--- config.mk ---
export PLATFORM = sky130hd
export DESIGN_NAME = meter_frame_scheduler_flat
export DESIGN_NICKNAME = d
export VERILOG_FILES = /design/src/rtl/meter_sched_pkg.sv /design/src/rtl/meter_frame_scheduler_if.sv /design/src/rtl/meter_frame_scheduler_rr_arbiter2.sv /design/src/rtl/meter_frame_scheduler.sv /design/src/flat_wrapper.sv
export SDC_FILE = /design/constraint.sdc
export NUM_CORES = 1
export LEC_CHECK = 0
export BUFFER_PORTS_ARGS = -buffer_cell sky130_fd_sc_hd__buf_2
export CAP_MARGIN = 10
export CORE_MARGIN = 2
export CORE_UTILIZATION = 59
export CTS_CLUSTER_DIAMETER = 50
export DETAILED_ROUTE_END_ITERATION = 8
export GPL_TIMING_DRIVEN = 0
export PLACE_DENSITY = 0.92
export SETUP_SLACK_MARGIN = 0.3
export SYNTH_ARGS = -nofsm -noshare
export SYNTH_HDL_FRONTEND = slang
export SYNTH_SLANG_ARGS = --single-unit
--- constraint.sdc ---
create_clock -name clk -period 3.5 [get_ports clk]
set_input_delay 0.35 -clock clk [delete_from_list [all_inputs] [get_ports clk]]
set_output_delay 0.35 -clock clk [all_outputs]
set_load 0.03 [all_outputs]
--- src/rtl/meter_sched_pkg.sv ---
// Shared defaults and FSM state encoding for the meter frame scheduler.
package meter_sched_pkg;
  localparam int DEF_WIDTH          = 32;
  localparam int DEF_MIN_INTERVAL   = 1024;
  localparam int DEF_REFRESH_CYCLES = 65536;

  typedef enum logic [1:0] {
    ST_IDLE    = 2'd0,
    ST_HOLDOFF = 2'd1,
    ST_SEND    = 2'd2
  } state_e;
endpackage

--- src/rtl/meter_frame_scheduler_if.sv ---
// Meter update and frame handshakes between producers, scheduler and serializer.
interface meter_frame_scheduler_if
  import meter_sched_pkg::*;
#(
  parameter int width = DEF_WIDTH
) ();
  logic               l_valid;
  logic               l_ready;
  logic [width-1:0]   l_meter;
  logic               r_valid;
  logic               r_ready;
  logic [width-1:0]   r_meter;
  logic               o_valid;
  logic               o_ready;
  logic [2*width-1:0] o_data;
  logic               o_overwrite;

  // Scheduler side
  modport slave (
    input  l_valid, l_meter, r_valid, r_meter, o_ready,
    output l_ready, r_ready, o_valid, o_data, o_overwrite
  );

  // Producer / serializer side
  modport master (
    output l_valid, l_meter, r_valid, r_meter, o_ready,
    input  l_ready, r_ready, o_valid, o_data, o_overwrite
  );
endinterface

--- src/rtl/meter_frame_scheduler_rr_arbiter2.sv ---
// Two-way round-robin grant; bit 0 is the left channel, pointer starts left.
module rr_arbiter2 (
  input  logic       clk,
  input  logic       reset_n,
  input  logic [1:0] req,
  input  logic       advance,
  output logic [1:0] gnt
);
  logic ptr_q, ptr_d;

  // Pointer flips after every granted transfer
  always_comb begin
    ptr_d = ptr_q;
    if (advance) ptr_d = ~ptr_q;
  end

  // Pointer register
  always_ff @(posedge clk or negedge reset_n) begin
    if (!reset_n) ptr_q <= 1'b0;
    else          ptr_q <= ptr_d;
  end

  // Lone requester wins; contention resolved by the pointer
  always_comb begin
    gnt = 2'b00;
    case (req)
      2'b01:   gnt = 2'b01;
      2'b10:   gnt = 2'b10;
      2'b11:   gnt = ptr_q ? 2'b10 : 2'b01;
      default: gnt = 2'b00;
    endcase
  end
endmodule

--- src/rtl/meter_frame_scheduler.sv ---
// Collects left/right meter updates into shadows and launches rate-limited
// frames {right, left}, with a periodic forced re-send when idle.
module meter_frame_scheduler
  import meter_sched_pkg::*;
#(
  parameter int width          = DEF_WIDTH,
  parameter int min_interval   = DEF_MIN_INTERVAL,
  parameter int refresh_cycles = DEF_REFRESH_CYCLES
) (
  input  logic                   clk,
  input  logic                   reset_n,
  meter_frame_scheduler_if.slave bus
);
  localparam int IW = $clog2(min_interval);
  localparam int RW = $clog2(refresh_cycles);
  localparam logic [IW-1:0] IV_LOAD = IW'(min_interval - 2);
  localparam logic [RW-1:0] RF_LOAD = RW'(refresh_cycles - 1);

  state_e             state_q, state_d;
  logic [width-1:0]   sl_q, sl_d, sr_q, sr_d;
  logic [1:0]         dirty_q, dirty_d;
  logic [IW-1:0]      iv_q, iv_d;
  logic [RW-1:0]      rf_q, rf_d;
  logic               o_valid_q, o_valid_d;
  logic [2*width-1:0] o_data_q, o_data_d;
  logic               ovw_q, ovw_d;
  logic [1:0]         req, gnt;
  logic               handshake;

  // No grants while a frame is on offer or while held in reset
  assign req       = {bus.r_valid, bus.l_valid} & {2{(state_q != ST_SEND) && reset_n}};
  assign handshake = (state_q == ST_SEND) && bus.o_ready;

  rr_arbiter2 u_arb (
    .clk     (clk),
    .reset_n (reset_n),
    .req     (req),
    .advance (|gnt),
    .gnt     (gnt)
  );

  assign bus.l_ready     = gnt[0];
  assign bus.r_ready     = gnt[1];
  assign bus.o_valid     = o_valid_q;
  assign bus.o_data      = o_data_q;
  assign bus.o_overwrite = ovw_q;

  // Shadow capture; a fresh transfer beats the frame-accept dirty clear
  always_comb begin
    sl_d    = sl_q;
    sr_d    = sr_q;
    dirty_d = dirty_q;
    ovw_d   = |(gnt & dirty_q);
    if (handshake) dirty_d = 2'b00;
    if (gnt[0]) begin
      sl_d       = bus.l_meter;
      dirty_d[0] = 1'b1;
    end
    if (gnt[1]) begin
      sr_d       = bus.r_meter;
      dirty_d[1] = 1'b1;
    end
  end

  // Frame FSM: holdoff interval, refresh countdown and frame launch
  always_comb begin
    state_d   = state_q;
    iv_d      = iv_q;
    rf_d      = rf_q;
    o_valid_d = o_valid_q;
    o_data_d  = o_data_q;
    case (state_q)
      ST_IDLE: begin
        if (rf_q != '0) rf_d = rf_q - 1'b1;
        if ((|dirty_q) || (rf_q == '0)) begin
          state_d   = ST_SEND;
          o_valid_d = 1'b1;
          // Post-update shadows so a same-cycle transfer is not lost
          o_data_d  = {sr_d, sl_d};
        end
      end
      ST_HOLDOFF: begin
        if (rf_q != '0) rf_d = rf_q - 1'b1;
        if (iv_q == '0) state_d = ST_IDLE;
        else            iv_d    = iv_q - 1'b1;
      end
      ST_SEND: begin
        if (bus.o_ready) begin
          state_d   = ST_HOLDOFF;
          o_valid_d = 1'b0;
          iv_d      = IV_LOAD;
          rf_d      = RF_LOAD;
        end
      end
      default: state_d = ST_IDLE;
    endcase
  end

  // State and datapath registers
  always_ff @(posedge clk or negedge reset_n) begin
    if (!reset_n) begin
      state_q   <= ST_IDLE;
      sl_q      <= '0;
      sr_q      <= '0;
      dirty_q   <= 2'b00;
      iv_q      <= '0;
      rf_q      <= RF_LOAD;
      o_valid_q <= 1'b0;
      o_data_q  <= '0;
      ovw_q     <= 1'b0;
    end else begin
      state_q   <= state_d;
      sl_q      <= sl_d;
      sr_q      <= sr_d;
      dirty_q   <= dirty_d;
      iv_q      <= iv_d;
      rf_q      <= rf_d;
      o_valid_q <= o_valid_d;
      o_data_q  <= o_data_d;
      ovw_q     <= ovw_d;
    end
  end
endmodule

--- src/flat_wrapper.sv ---
// flat-port wrapper written by rule: the top's interface ports become plain ports
module meter_frame_scheduler_flat import meter_sched_pkg::*;
#(
  parameter int width          = DEF_WIDTH,
  parameter int min_interval   = DEF_MIN_INTERVAL,
  parameter int refresh_cycles = DEF_REFRESH_CYCLES
)
  (clk, reset_n, bus_l_valid, bus_l_meter, bus_r_valid, bus_r_meter, bus_o_ready, bus_l_ready, bus_r_ready, bus_o_valid, bus_o_data, bus_o_overwrite);
  meter_frame_scheduler_if #(.width(width)) bus_i ();
  input  logic clk;
  input  logic reset_n;
  input wire logic [$bits(bus_i.l_valid)-1:0] bus_l_valid;
  input wire logic [$bits(bus_i.l_meter)-1:0] bus_l_meter;
  input wire logic [$bits(bus_i.r_valid)-1:0] bus_r_valid;
  input wire logic [$bits(bus_i.r_meter)-1:0] bus_r_meter;
  input wire logic [$bits(bus_i.o_ready)-1:0] bus_o_ready;
  output wire logic [$bits(bus_i.l_ready)-1:0] bus_l_ready;
  output wire logic [$bits(bus_i.r_ready)-1:0] bus_r_ready;
  output wire logic [$bits(bus_i.o_valid)-1:0] bus_o_valid;
  output wire logic [$bits(bus_i.o_data)-1:0] bus_o_data;
  output wire logic [$bits(bus_i.o_overwrite)-1:0] bus_o_overwrite;
  assign bus_i.l_valid = bus_l_valid;
  assign bus_i.l_meter = bus_l_meter;
  assign bus_i.r_valid = bus_r_valid;
  assign bus_i.r_meter = bus_r_meter;
  assign bus_i.o_ready = bus_o_ready;
  assign bus_l_ready = bus_i.l_ready;
  assign bus_r_ready = bus_i.r_ready;
  assign bus_o_valid = bus_i.o_valid;
  assign bus_o_data = bus_i.o_data;
  assign bus_o_overwrite = bus_i.o_overwrite;
  meter_frame_scheduler #(.width(width), .min_interval(min_interval), .refresh_cycles(refresh_cycles)) u_core (.clk(clk), .reset_n(reset_n), .bus(bus_i));
endmodule
After elaboration in Yosys (flattened, before gate mapping)
Cells that the tools add are included.
{"block": "word_totals", "output_inout_bits": 68, "inputBits": 69, "word_cells": 68, "ff_bits": 161}
{"block": "op_classes", "muxes": 20, "eq_ne": 11, "reduce_logical": 21, "add_sub_neg": 2, "bitwise": 3}
{"cell": "$mux 32", "count": 2}
{"cell": "$mux 16", "count": 2}
{"cell": "$pmux 16 s2", "count": 1}
{"cell": "$mux 10", "count": 2}
{"cell": "$pmux 10 s2", "count": 1}
{"cell": "$logic_not 16->1", "count": 1}
{"cell": "$reduce_bool 16->1", "count": 1}
{"cell": "$sub 16x1->16 const B", "count": 1}
{"cell": "$pmux 2 s3", "count": 2}
{"cell": "$reduce_and 3->1", "count": 4}
{"cell": "$logic_not 10->1", "count": 1}
{"cell": "$mux 2", "count": 5}
{"cell": "$reduce_bool 2->1", "count": 5}
{"cell": "$sub 10x1->10 const B", "count": 1}
{"cell": "$reduce_or 2->1", "count": 4}
{"cell": "$eq 2x2->1 const B", "count": 3}
{"cell": "$ne 2x1->1 const B", "count": 3}
{"cell": "$ne 2x2->1 const B", "count": 3}
{"cell": "$and 2x2->2", "count": 2}
{"cell": "$eq 2x1->1 const B", "count": 2}
{"cell": "$mux 1", "count": 4}
{"cell": "$logic_and 1x1->1", "count": 2}
{"cell": "$logic_not 2->1", "count": 1}
{"cell": "$pmux 1 s2", "count": 1}
{"cell": "3 further kinds", "count": 3}

Logic depth before layout (Yosys ltp)
{"block": "logic_depth", "ltp_word": 7, "ltp_mapped": 8, "ltp_nobuf": 6}

Cells and area by module
A second synthesis with hierarchy kept.
{"block": "unflattened", "hier_cells": 447, "hier_area_um2": 6502.5}
{"module": "meter_frame_scheduler", "seq_area_each_um2": 4023.9, "n_inst": 1, "area_per_inst_um2": 6449.9, "cells_each": 442}
{"module": "rr_arbiter2", "seq_area_each_um2": 25.0, "n_inst": 1, "area_per_inst_um2": 52.6, "cells_each": 5}

Worst setup path before layout
OpenSTA, ideal clock, no wires.
{"block": "synth_path", "path_kind": "flip-flop to flip-flop", "startpoint": "register u_core.rf_q[0]", "endpoint": "register u_core.o_data_q[34] (netlist: u_core.bus.o_data[34])", "required_time_ps": 3373, "t_arrival_ps": 1963, "path_buffers": 2, "slack_ps": 1410, "stages_incl_launch_ff": 9, "cell_sequence": "dfstp_2 > inv_1 > ha_1 > nor4b_2 > a41oi_1 > nor3_2 > buf_6 > buf_12 > mux2_1"}
{"block": "synth_between", "elab_chain_len": 3}
{"element": "from (decl)", "line": "meter_frame_scheduler.sv:23", "text": "logic [RW-1:0] rf_q, rf_d;"}
{"element": "from (signal assigned)", "line": "meter_frame_scheduler.sv:117", "text": "rf_q <= rf_d;"}
{"element": "$logic_not 16->1", "line": "meter_frame_scheduler.sv:75", "text": "if ((|dirty_q) || (rf_q == '0)) begin"}
{"element": "$logic_or 1x1->1", "line": "meter_frame_scheduler.sv:75"}
{"element": "$reduce_and 2->1 (no line)"}
{"element": "to (signal assigned)", "line": "meter_frame_scheduler.sv:119", "text": "o_data_q <= o_data_d;"}
{"element": "to (decl)", "line": "meter_frame_scheduler.sv:25", "text": "logic [2*width-1:0] o_data_q, o_data_d;"}
No other way between the ends.
A chain may end at the register's enable or synchronous reset.

Final worst setup path
{"block": "layout_path", "startpoint": "input port reset_n", "endpoint": "output port bus_r_ready"}
{"block": "layout_between", "elab_chain_len": 4}
{"element": "from (decl)", "line": "flat_wrapper.sv:11", "text": "input logic reset_n;"}
{"element": "$logic_and 1x1->1 *", "line": "meter_frame_scheduler.sv:31", "text": "assign req = {bus.r_valid, bus.l_valid} & {2{(state_q != ST_SEND) && reset_n}};"}
{"element": "$and 2x2->2 *", "line": "meter_frame_scheduler.sv:31"}
{"element": "$eq 2x2->1 / $eq 2x1->1 (equally long branches)", "line": "meter_frame_scheduler_rr_arbiter2.sv:26", "text": "case (req)"}
{"element": "$pmux 2 s3 *", "line": "meter_frame_scheduler_rr_arbiter2.sv:26"}
{"element": "to (decl)", "line": "flat_wrapper.sv:18", "text": "output wire logic [$bits(bus_i.r_ready)-1:0] bus_r_ready;"}
Mark *: on every way between the ends. The rest lies on a longest branch, timed or not.

==> flow_results.xml <==
<?xml version="1.0" encoding="UTF-8"?>
<metrics>
  <group name="synth">
    <metric name="synth_compound_gate_area_share" unit="">0.0425</metric>
    <metric name="ys.warnings.count" unit="">0</metric>
    <metric name="largest_family_of_logic_cells_by_synthesized_area" unit="">multiplexers</metric>
    <metric name="yosys.area_share.xor_xnor" unit="">0.00396</metric>
    <metric name="number_of_standard_cells_after_synthesis" unit="">441</metric>
    <metric name="synth-edff-count" unit="">0</metric>
    <metric name="synth_sequential_area_ratio" unit="">0.611</metric>
    <metric name="syn_area" unit="sq um">6630</metric>
    <metric name="yosys.area_share.simple" unit="">0.0738</metric>
    <metric name="synth.net_count" unit="">512</metric>
    <metric name="syn-mean-instance-area" unit="sq um">15.0</metric>
    <metric name="post_synth_fa_ha_maj_area_fraction" unit="">0.00377</metric>
    <metric name="synth_top_flop_cell" unit="">dfrtp_1</metric>
    <metric name="multiplexer_share_of_the_synthesized_area" unit="">0.237</metric>
    <metric name="synthArstFlopShare" unit="">1.00</metric>
    <metric name="synth.ff_latch_count" unit="">161</metric>
    <metric name="synth_cell_types" unit="">49</metric>
  </group>
  <group name="critical_path">
    <metric name="crit_path_max_incr_delay" unit="ns">0.56</metric>
    <metric name="critical_path.most_common_cell" unit="">buf_2</metric>
    <metric name="timing.critical_path.from_type" unit="">input pin</metric>
    <metric name="timing_worst_setup_path_type" unit="">input pin to output pin</metric>
    <metric name="path_buf_inv" unit="">5</metric>
    <metric name="required" unit="ns">3.15</metric>
    <metric name="crit_family" unit="">buffers and inverters</metric>
    <metric name="path_max_fanout" unit="">83</metric>
    <metric name="crit_end_element" unit="">output pin</metric>
    <metric name="worst_ep_arrival_time" unit="ns">2.57</metric>
    <metric name="crit_slowest_cell" unit="">buf_6</metric>
    <metric name="crit_path_cell_trace" unit="">dlygate4sd3_1 -&gt; buf_6 -&gt; o2111ai_2 -&gt; buf_2 -&gt; inv_1 -&gt; buf_2</metric>
  </group>
  <group name="layout">
    <metric name="nets" unit="">669</metric>
    <metric name="final_cell_area" unit="sq um">8080</metric>
    <metric name="layout-drive-gt1-share" unit="">0.513</metric>
    <metric name="utilization" unit="">0.742</metric>
    <metric name="mostFrequentLayoutCell" unit="">dfrtp_1</metric>
    <metric name="area_delta_synth_final" unit="%">21.8</metric>
    <metric name="mostFrequentLayoutCells" unit="">dfrtp_1, buf_2, mux2_2</metric>
  </group>
  <group name="timing">
    <metric name="setup_viol" unit="">0</metric>
    <metric name="max_slew.worst_pin.slew" unit="ns">0.924</metric>
    <metric name="maxClockFrequency" unit="MHz">343</metric>
    <metric name="fin_skew" unit="ns">0.0120</metric>
    <metric name="fin_crit_sh" unit="">0.833</metric>
    <metric name="final_number_of_max_transition_violations" unit="">0</metric>
    <metric name="grt_setup_unrepaired" unit="">no</metric>
    <metric name="finalCriticalPeriod" unit="ns">2.92</metric>
    <metric name="timing.max_slew.rel_slack" unit="">0.379</metric>
    <metric name="final-hold-violation-count" unit="">0</metric>
  </group>
  <group name="global_routing">
    <metric name="grt.overflow.total" unit="">0</metric>
    <metric name="grtUsageMet3" unit="">0.0870</metric>
    <metric name="grt_busiest_layer" unit="">met2</metric>
    <metric name="grt_start_max_net_pins" unit="">84</metric>
    <metric name="grt_first_pass_wirelength" unit="microns">23000</metric>
    <metric name="groute.usage.overall" unit="">0.254</metric>
    <metric name="grtUsageMet1" unit="">0.300</metric>
    <metric name="first_global_vias" unit="">4623</metric>
    <metric name="gr-usage-met2" unit="">0.419</metric>
    <metric name="initial_antenna_violation_count" unit="">0</metric>
  </group>
  <group name="worst_hold_path">
    <metric name="hold_path_class" unit="">input pin to register</metric>
  </group>
  <group name="cts">
    <metric name="clock_tree.htree_level_count" unit="">4</metric>
    <metric name="cts_post_setup_buffers_inserted" unit="">0</metric>
    <metric name="ctsLongestPathBuffers" unit="">2</metric>
    <metric name="cts_tree" unit="">built</metric>
    <metric name="clk_pin_slew_worst_paths" unit="ns">0.06</metric>
    <metric name="post_cts_resized" unit="">0</metric>
    <metric name="clk-insertion-delay-late" unit="ns">0.53</metric>
    <metric name="tritoncts_num_sinks" unit="">161</metric>
    <metric name="holdBufCountCts" unit="">1</metric>
    <metric name="tritoncts_buffer_count" unit="">17</metric>
    <metric name="root_buffer" unit="">clkbuf_8</metric>
  </group>
  <group name="detailed_routing">
    <metric name="drt_pre_antenna_iters" unit="">5</metric>
    <metric name="route.detailed.vias_per_inst" unit="">5.59</metric>
    <metric name="dr_total_vias" unit="">4201</metric>
    <metric name="aggregate_routed_wire_length" unit="microns">14100</metric>
    <metric name="drtIter0Drc" unit="">237</metric>
    <metric name="routed_antenna_nets" unit="">0</metric>
    <metric name="remaining_drc_errors" unit="">0</metric>
    <metric name="detail_route.wl_per_cell" unit="microns">18.8</metric>
  </group>
  <group name="power">
    <metric name="p_leak" unit="nW">3.68</metric>
    <metric name="power-per-cell-area" unit="nW/um^2">1030</metric>
    <metric name="worst_ir_drop_vdd" unit="uV">675</metric>
  </group>
  <group name="place">
    <metric name="detailedPlacementHpwl" unit="microns">9480</metric>
    <metric name="dpl_cell_area" unit="sq um">7520</metric>
    <metric name="place.port_buffers" unit="">136</metric>
    <metric name="gp_congestion" unit="">0.757</metric>
  </group>
  <group name="die">
    <metric name="std_cell_rows" unit="">38</metric>
    <metric name="top_level_ports" unit="">137</metric>
    <metric name="chipWidth" unit="microns">110</metric>
    <metric name="initial_core_util" unit="">0.609</metric>
    <metric name="core-area" unit="sq um">10900</metric>
    <metric name="die_h" unit="microns">110</metric>
    <metric name="fp.dieArea" unit="sq um">12100</metric>
  </group>
  <group name="outcome">
    <metric name="status" unit="">completed</metric>
  </group>
  <group name="run">
    <metric name="maxCapViolations" unit="">0</metric>
  </group>
</metrics>
[cell usage after synthesis (all sizes together), types with 6 or more instances]
cell type  count  area share
mux2         128        0.23
nor3           9      0.0083
a21oi          7      0.0053
dfstp         16       0.063
a31oi          7      0.0066
nor2          11      0.0062
nand3         10      0.0075
dfrtp        145        0.55
inv           10      0.0057
buf           14       0.021
nand2          6      0.0034
o21ai          9      0.0068
[area by class of cell]
cell class,instances,area [sq um]
multi-input cells,254,2390
flip-flops and latches,161,4050
clock inverters,8,78.8
clock buffers,23,467
plain buffers,16,149
repair buffers,138,724
diodes,1,2.50
well taps,140,175
fillers,646,2810
inverters,10,37.5
[power breakdown]
group	internal [mW]	switching (mW)
clock network	0.999	0.714
logic	1.56	1.92
registers	2.73	0.384
total	5.29	3.02
[stage by stage]
stage | worst slack, ns | total power [mW] | cells | TNS (ns) | hold WS, ns
floorplan | 1.41 | 5.64 | 441 | 0 | 0.0544
global placement | -1.56 | 6.36 | 717 | -189.59 | 0.464
detailed placement | 0.993 | 6.58 | 718 | 0 | 0.441
CTS | 0.516 | 8.37 | 750 | 0 | 0.0164
global route | 0.337 | 8.73 | 750 | 0 | 0.0360
finish | 0.583 | 8.31 | 751 | 0 | 0.0511
[final timing paths]
check,from,endpoint,slack (ns),cells past startpoint
worst max register to register,u_core.rf_q[0]$_DFFE_PN1P_,u_core.bus.o_data[28]$_DFFE_PN0P_,1.06,8
worst min register to register,u_core.bus.o_data[20]$_DFFE_PN0P_,u_core.bus.o_data[20]$_DFFE_PN0P_,0.48,1
min in group asynchronous,reset_n,u_core.iv_q[5]$_DFFE_PN0P_,0.44,2
worst max-delay path,reset_n,bus_r_ready,0.58,6
worst min-delay path,bus_o_ready,u_core.state_q[1]$_DFFE_PN0P_,0.05,2
max in group asynchronous,reset_n,u_core.rf_q[8]$_DFFE_PN1P_,2.23,3
[layer usage]
layer | vias up | share of wire | wire (microns)
li1 | 1922 | - | -
met1 | 2122 | 0.39 | 5580
met2 | 135 | 0.52 | 7340
met3 | 22 | 0.066 | 933
met4 | 0 | 0.021 | 293
met5 | - | 0 | 0
[cells by family after synthesis]
group,Yosys count
flops,161
mux,131
simple gates,76
compound gates,42
buf+inv,26
xor+xnor,3
fa+ha+maj,2
[state kept, by name (all words and copies together), names as in the netlist]
register	flops
u_core.state_q	2
u_core.bus.o_data	64
u_core.rf_q	16
u_core.sl_q	32
u_core.u_arb.ptr_q	1
u_core.iv_q	10
u_core.dirty_q	2
u_core.bus.o_valid	1
u_core.bus.o_overwrite	1
u_core.sr_q	32
Power figures use the tool's default switching activity.
